`src/rtl/divisor_sched.sv`:
```
`default_nettype none
// ============================================================================
// Module   : divisor_sched
// Brief    : Glitch-free programmable clock divider with valid/ready ratio
//            reconfiguration and safe start/stop at period boundaries.
//            Optional status outputs under DIVISOR_SCHED_STATUS_EN.
// Revision : 1.0
// ============================================================================
module divisor_sched #(
    parameter int frecuency       = 50000000,
    parameter int reference_clock = 1000000,
    parameter int cnt_width       = 16
) (
    input  logic                 Clk_in,
    input  logic                 reset,
    input  logic                 enable,
    input  logic                 cfg_valid,
    input  logic [cnt_width-1:0] cfg_half,
    output logic                 cfg_ready,
    output logic                 Clk_out,
    output logic                 tick
`ifdef DIVISOR_SCHED_STATUS_EN
    ,
    output logic [cnt_width-1:0] active_half,
    output logic [1:0]           sched_state
`endif
);

    typedef enum logic [1:0] {
        IDLE  = 2'd0,
        RUN   = 2'd1,
        DRAIN = 2'd2
    } state_t;

    localparam int                   c_default_int  = frecuency / (2 * reference_clock);
    localparam logic [cnt_width-1:0] c_default_half = cnt_width'(c_default_int);
    localparam logic [cnt_width-1:0] c_one          = cnt_width'(1);

    state_t               r_state,      w_state_nxt;
    logic [cnt_width-1:0] r_cnt,        w_cnt_nxt;
    logic [cnt_width-1:0] r_half,       w_half_nxt;
    logic [cnt_width-1:0] r_pend,       w_pend_nxt;
    logic                 r_pend_valid, w_pend_valid_nxt;
    logic                 r_clk_out,    w_clk_out_nxt;
    logic                 r_tick,       w_tick_nxt;

    logic [cnt_width-1:0] w_eff_half;
    logic                 w_wrap;

    // A programmed half-period of zero runs as one, giving Clk_in/2.
    assign w_eff_half = (r_half == '0) ? c_one : r_half;
    assign w_wrap     = (r_cnt == (w_eff_half - c_one));

    assign cfg_ready = !r_pend_valid;
    assign Clk_out   = r_clk_out;
    assign tick      = r_tick;

    always_ff @(posedge Clk_in or negedge reset) begin
        if (!reset) begin
            r_state      <= IDLE;
            r_cnt        <= '0;
            r_half       <= c_default_half;
            r_pend       <= '0;
            r_pend_valid <= 1'b0;
            r_clk_out    <= 1'b0;
            r_tick       <= 1'b0;
        end else begin
            r_state      <= w_state_nxt;
            r_cnt        <= w_cnt_nxt;
            r_half       <= w_half_nxt;
            r_pend       <= w_pend_nxt;
            r_pend_valid <= w_pend_valid_nxt;
            r_clk_out    <= w_clk_out_nxt;
            r_tick       <= w_tick_nxt;
        end
    end

    always_comb begin
        w_state_nxt      = r_state;
        w_cnt_nxt        = r_cnt;
        w_half_nxt       = r_half;
        w_pend_nxt       = r_pend;
        w_pend_valid_nxt = r_pend_valid;
        w_clk_out_nxt    = r_clk_out;
        w_tick_nxt       = 1'b0;

        // Acceptance and application are mutually exclusive: one needs the
        // pending slot empty, the other needs it full.
        if (cfg_valid && !r_pend_valid) begin
            w_pend_nxt       = cfg_half;
            w_pend_valid_nxt = 1'b1;
        end

        case (r_state)
            IDLE: begin
                w_clk_out_nxt = 1'b0;
                w_cnt_nxt     = '0;
                if (r_pend_valid) begin
                    w_half_nxt       = r_pend;
                    w_pend_valid_nxt = 1'b0;
                end
                if (enable) begin
                    w_state_nxt   = RUN;
                    w_clk_out_nxt = 1'b1;
                    w_tick_nxt    = 1'b1;
                end
            end
            RUN: begin
                if (enable || r_clk_out) begin
                    if (w_wrap) begin
                        w_cnt_nxt     = '0;
                        w_clk_out_nxt = !r_clk_out;
                        if (r_clk_out) begin
                            if (r_pend_valid) begin
                                w_half_nxt       = r_pend;
                                w_pend_valid_nxt = 1'b0;
                            end
                            if (!enable) begin
                                w_state_nxt = IDLE;
                            end
                        end else begin
                            w_tick_nxt = 1'b1;
                        end
                    end else begin
                        w_cnt_nxt = r_cnt + c_one;
                        // High phase must complete in full before stopping.
                        if (!enable) begin
                            w_state_nxt = DRAIN;
                        end
                    end
                end else begin
                    w_state_nxt = IDLE;
                    w_cnt_nxt   = '0;
                end
            end
            DRAIN: begin
                if (w_wrap) begin
                    w_cnt_nxt     = '0;
                    w_clk_out_nxt = 1'b0;
                    w_state_nxt   = IDLE;
                    if (r_pend_valid) begin
                        w_half_nxt       = r_pend;
                        w_pend_valid_nxt = 1'b0;
                    end
                end else begin
                    w_cnt_nxt = r_cnt + c_one;
                end
            end
            default: begin
                w_state_nxt   = IDLE;
                w_cnt_nxt     = '0;
                w_clk_out_nxt = 1'b0;
            end
        endcase
    end

`ifdef DIVISOR_SCHED_STATUS_EN
    assign active_half = r_half;
    assign sched_state = r_state;
`endif

endmodule
`default_nettype wire
```
`config.mk`:
```
export PLATFORM = sky130hd
export DESIGN_NAME = divisor_sched
export DESIGN_NICKNAME = d
export VERILOG_FILES = /design/src/rtl/divisor_sched.sv
export SDC_FILE = /design/constraint.sdc
export NUM_CORES = 1
export LEC_CHECK = 0
export BUFFER_PORTS_ARGS = -buffer_cell sky130_fd_sc_hd__buf_2
export CAP_MARGIN = 5
export CORE_ASPECT_RATIO = 2
export CORE_MARGIN = 8
export CORE_UTILIZATION = 60
export CTS_BUF_LIST = sky130_fd_sc_hd__clkbuf_8 sky130_fd_sc_hd__clkbuf_16
export CTS_CLUSTER_DIAMETER = 40
export DETAILED_ROUTE_END_ITERATION = 8
export GPL_TIMING_DRIVEN = 0
export PLACE_DENSITY = 0.77
export SLEW_MARGIN = 25
export SYNTH_ARGS = -nofsm -noshare
export SYNTH_HDL_FRONTEND = slang
export SYNTH_SLANG_ARGS = --single-unit
```
`constraint.sdc`:
```
create_clock -name Clk_in -period 8.4 [get_ports Clk_in]
set_clock_uncertainty 0.2 [all_clocks]
set_input_delay 0.42 -clock Clk_in [delete_from_list [all_inputs] [get_ports Clk_in]]
set_output_delay 0.42 -clock Clk_in [all_outputs]
set_load 0.05 [all_outputs]
```
## Word-level counts from Yosys, hierarchy flattened

Cells that the tools add are included.

| word-level totals | value |
|---|---|
| register bits | 53 |
| input port bits | 20 |
| output and inout bits | 3 |
| word-level logic and storage cells | 64 |

| operators by class | value |
|---|---|
| add/sub/neg operators | 2 |
| equality and inequality tests | 11 |
| mux-type cells | 34 |
| reductions and logical operators | 10 |

Operator list:

| cell | count |
|---|---|
| two-way mux 16 bit | 8 |
| case mux 16 bit (3 select lines) | 1 |
| case mux 16 bit (2 select lines) | 1 |
| adder 16 x 1 -> 16 bit, second input constant | 1 |
| == test 16 bit | 1 |
| zero test 16 bit | 1 |
| subtractor 16 x 1 -> 16 bit, second input constant | 1 |
| two-way mux 2 bit | 7 |
| two-way mux 1 bit | 13 |
| inequality test 4 bit, second input constant | 3 |
| inequality test 2 bit, second input constant | 5 |
| AND reduction 5 bit | 2 |
| case mux 1 bit (3 select lines) | 2 |
| case mux 2 bit (3 select lines) | 1 |
| AND reduction 3 bit | 1 |
| nonzero test 3 bit | 1 |
| == test 2 x 1 -> 1 bit, second input constant | 1 |
| == test 2 bit, second input constant | 1 |
| zero test 1 bit | 2 |
| zero test 2 bit | 1 |
| case mux 1 bit (2 select lines) | 1 |
| logical AND 1 bit | 1 |
| logical OR 1 bit | 1 |

## Logic depth before layout (Yosys ltp)

| depth | value |
|---|---|
| depth after elaboration | 8 |
| depth in mapped cells | 14 |

## Least setup slack after synthesis

Ideal clock, no wire load.

| path | value |
|---|---|
| path kind | register to register |
| start | register r_half[8] |
| end | register r_half[10] |
| arrival | 3231 ps |
| required time | 8075 ps |
| setup slack | 4844 ps |
| stages on the path, launching flop included | 14 |
| period minus slack after synthesis | 3556 ps |
| cells stage by stage | dfrtp_1 -> nor4_2 -> and4_1 -> nor2_1 -> ha_1 -> nor3b_2 -> xor2_1 -> o2111a_1 -> and4_1 -> nand4_4 -> a2111oi_4 -> a31oi_4 -> buf_6 -> mux2_4 |

| on the way | value |
|---|---|
| longest elaborated chain between the ends | 6 |
| elaborated cells on any way between the ends | 7 |
| classes of those cells | add/sub (1); eq/ne (3); mux (1); reduce/logical (2) |

Ends and longest elaborated chain:

| what | line | RTL |
|---|---|---|
| start, declared | 41 | `logic [cnt_width-1:0] r_half, w_half_nxt;` |
| start signal, assigned | 62 | `r_half <= c_default_half;` |
| start signal, assigned | 70 | `r_half <= w_half_nxt;` |
| zero test 16 bit | 51 | `assign w_eff_half = (r_half == '0) ? c_one : r_half;` |
| two-way mux 16 bit * | 51 |  |
| subtractor 16 x 1 -> 16 bit * | 52 | `assign w_wrap = (r_cnt == (w_eff_half - c_one));` |
| == test 16 bit * | 52 |  |
| inequality test 2 bit (no line) | -- |  |
| AND reduction 5 bit (no line) * | -- |  |

Every way passes the cells marked *; elsewhere a longest branch is shown, timed or not.
A chain may end at the register's enable or synchronous reset.

## Final worst setup path

| path | value |
|---|---|
| start | register r_half[8] |
| end | register r_cnt[8] |

| on the way | value |
|---|---|
| longest elaborated chain between the ends | 7 |

Ends and longest elaborated chain:

| what | line | RTL |
|---|---|---|
| zero test 16 bit | 51 |  |
| two-way mux 16 bit * | 51 |  |
| subtractor 16 x 1 -> 16 bit * | 52 |  |
| == test 16 bit * | 52 |  |
| two-way mux 16 bit * | 110, 137 |  |
| two-way mux 16 bit | 109 | `if (enable \|\| r_clk_out) begin` |
| case mux 16 bit (2 select lines) * | 94 | `case (r_state)` |
| via w_cnt_nxt[8] | 40 | `logic [cnt_width-1:0] r_cnt, w_cnt_nxt;` |
| end signal, assigned | 69 | `r_cnt <= w_cnt_nxt;` |
| end, declared | 40 |  |

Mark *: on every way through the listed nets, which the timed path passes. The rest lies on a longest branch.

==> flow_summary.toml <==
[outcome]
status = "completed"

[drt]
wl_mm = 6.02
first_pass_iters = 4
via_per_inst = 5.94
antenna_left = 0
drc = 0
wl_per_cell_um = 17.0
first_iter_violations = 108
vias = 2103

[cts]
tritoncts = "done"
cts_buffer_depth = 2
clock_sinks = 53
root_buffer = "clkbuf_8"
cts_max_level = 2
numCtsBuffers = 5
cts_setup_buffers = 0
clock_latency_ns = 0.31
post_cts_resized = 0
clk_pin_slew_ns = 0.09

[critical_path]
cp_num_buf_inv = 1
startpoint_type = "register"
cp_slowest_stage_delay_ns = 0.73
path_max_fanout = 10
arrival_ns = 4.29
critical_path.top_delay_family = "simple AND/OR/NAND/NOR gates"
cp.required_ns = 8.38
worstSetupEndpointType = "register"
critical_path.slowest_cell = "nor4_2"
critical_path_class = "register to register"
worstPathCellList = "nor4_2 > and4_1 > nor2_1 > ha_1 > nor3b_2 > xor2_1 > o211ai_1 > and4_1 > nand4_4 > o211ai_1 > clkbuf_1 > nor2_1"

[logic_synthesis]
ys.flop_type = "dfrtp_1"
synthCells = 267
yosysWarnings = 0
ys_async_sr_fraction_pct = 100
netlist_area_mm2 = 0.00302
yosysUniqueCellTypes = 58
synth_edf_count = 0
postSynthAreaPerCell_um2 = 11.3
postSynthNetCount = 294
synth-seq-cells = 53
synth-seq-area-share_pct = 44.0

[global_routing]
globalRouteTotalUtil_pct = 17.4
use_met3_pct = 2.98
met2_usage_pct = 30.7
grt_pass1_wl_mm = 10.6
use_met1_pct = 18.7
grt_max_degree = 54
top_usage_layer = "met2"
grt-ovfl-total = 0
grt_pass1_vias = 2239
antenna_found_initial = 0

[floorplan]
initial_utilization_pct = 62.2
ios = 23
dieWidth_um = 66.2
design.die.area_mm2 = 0.00771
core_region_area_mm2 = 0.00486
rows = 36
fp.dieH_um = 116

[layout]
layout_commonest_cell = "dfrtp_1"
layout.cells.non_filler = 354
n_antenna_cell = 0
final_cell_mix = "dfrtp_1, nor2_1, buf_2, mux2_2, xor2_1"
design_area_mm2 = 0.00332
layout.nets = 323
area_growth_pct = 9.93
layout-drive-gt1-share_pct = 26.9

[pwr]
total_power_mw = 1.13
vdd_ir_drop_max_uv = 233
cellLeakagePower_nw = 1.44
powerDensity_mw_per_mm2 = 340

[place]
dp_hpwl_mm = 4.65
numPortBuffers = 21
place_inst = 345
dpl-instance-area_mm2 = 0.00320
place_congestion = 0.929

[timing]
maxSlewViolCount = 0
setup_viol = 0
hold_viol = 0
hold_ws_ns = 0.135
fin_crit_sh_pct = 51.2
setup_tns_ns = 0
rsz0062_at_grt = "false"
fin_crit_ns = 4.30
fmax_ghz = 0.232
max_slew_margin_pct = 49.6
tightest_slew_ns = 0.750

[job]
maxCapViolCount = 0

[worst_hold_path]
hp-class = "primary input to register"
## kinds of logic after synthesis
family	synth area share [%]
multiplexers	14.5
XOR/XNOR	8.98
buffers and inverters	2.98
flip-flops	44.0
adder cells (fa/ha/maj)	2.90
AO/OA/AOI/OAI	10.2
AND/OR/NAND/NOR	16.5
## stage by stage
step	util (%)	setup slack, ns
after floorplan	-	4.84
after global placement	65.8	4.13
after detailed placement	65.8	4.16
after CTS	68.3	4.11
after global routing	68.3	3.85
final	68.3	4.10
## state kept, by name (all words and copies together) (netlist names)
register      cells
r_half           16
r_pend_valid      1
r_state           2
r_pend           16
Clk_out           1
tick              1
r_cnt            16
## synthesized netlist by cell type (5+ instances only)
| master | number | area share (%) |
|---|---|---|
| and3_1 | 5 | 1.0 |
| mux2_4 | 10 | 5.0 |
| xnor2_1 | 13 | 3.8 |
| nand3_1 | 15 | 2.5 |
| xor2_1 | 18 | 5.2 |
| nand2_1 | 8 | 0.99 |
| nor2_1 | 28 | 3.5 |
| dfrtp_1 | 50 | 41 |
| ha_1 | 7 | 2.9 |
| clkbuf_1 | 5 | 0.62 |
| o21ai_0 | 6 | 0.99 |
| inv_1 | 11 | 1.4 |
| mux2_2 | 23 | 8.6 |
## worst paths after layout
kind / from / to / slack (ns) / cells after the start
setup / recovery: r_half[8]$_DFFE_PN0P_ / r_cnt[8]$_DFF_PN0_ / 4.10 / 12
hold / removal: cfg_half[13] / r_pend[13]$_DFFE_PN0P_ / 0.14 / 2
setup reg to reg: r_half[8]$_DFFE_PN0P_ / r_cnt[8]$_DFF_PN0_ / 4.10 / 12
hold reg to reg: r_pend[1]$_DFFE_PN0P_ / r_pend[1]$_DFFE_PN0P_ / 0.31 / 1
max in group asynchronous: reset / r_half[9]$_DFFE_PN0P_ / 7.11 / 2
min in group asynchronous: reset / r_half[8]$_DFFE_PN0P_ / 0.47 / 2
## layer usage
metal  share of wire, %  vias up
met1                 38     1040
met4                3.7        0
li1                   -     1009
met2                 55       37
met3                3.0       17
met5                  0        -
## power breakdown
group          internal, mW  switching (mW)  total, mW
clock                0.0888          0.0830      0.172
sequential            0.354           0.103      0.457
combinational         0.250           0.250      0.501
## layout make-up
cell class	count	area (µm²)
flip-flops and latches	53	1330
well taps	57	71.3
repair buffers	22	118
clock buffers	5	68.8
clock inverters	3	42.5
fillers	376	1540
inverters	11	41.3
multi-input cells	193	1600
plain buffers	10	48.8
## repair_timing
item | in CTS | in global routing
endpoints found under the hold margin | 50 | 0
endpoints found under the setup margin | 0 | 0
hold buffers | 1 | 0
Note: power is estimated with default switching activity, not from simulation.
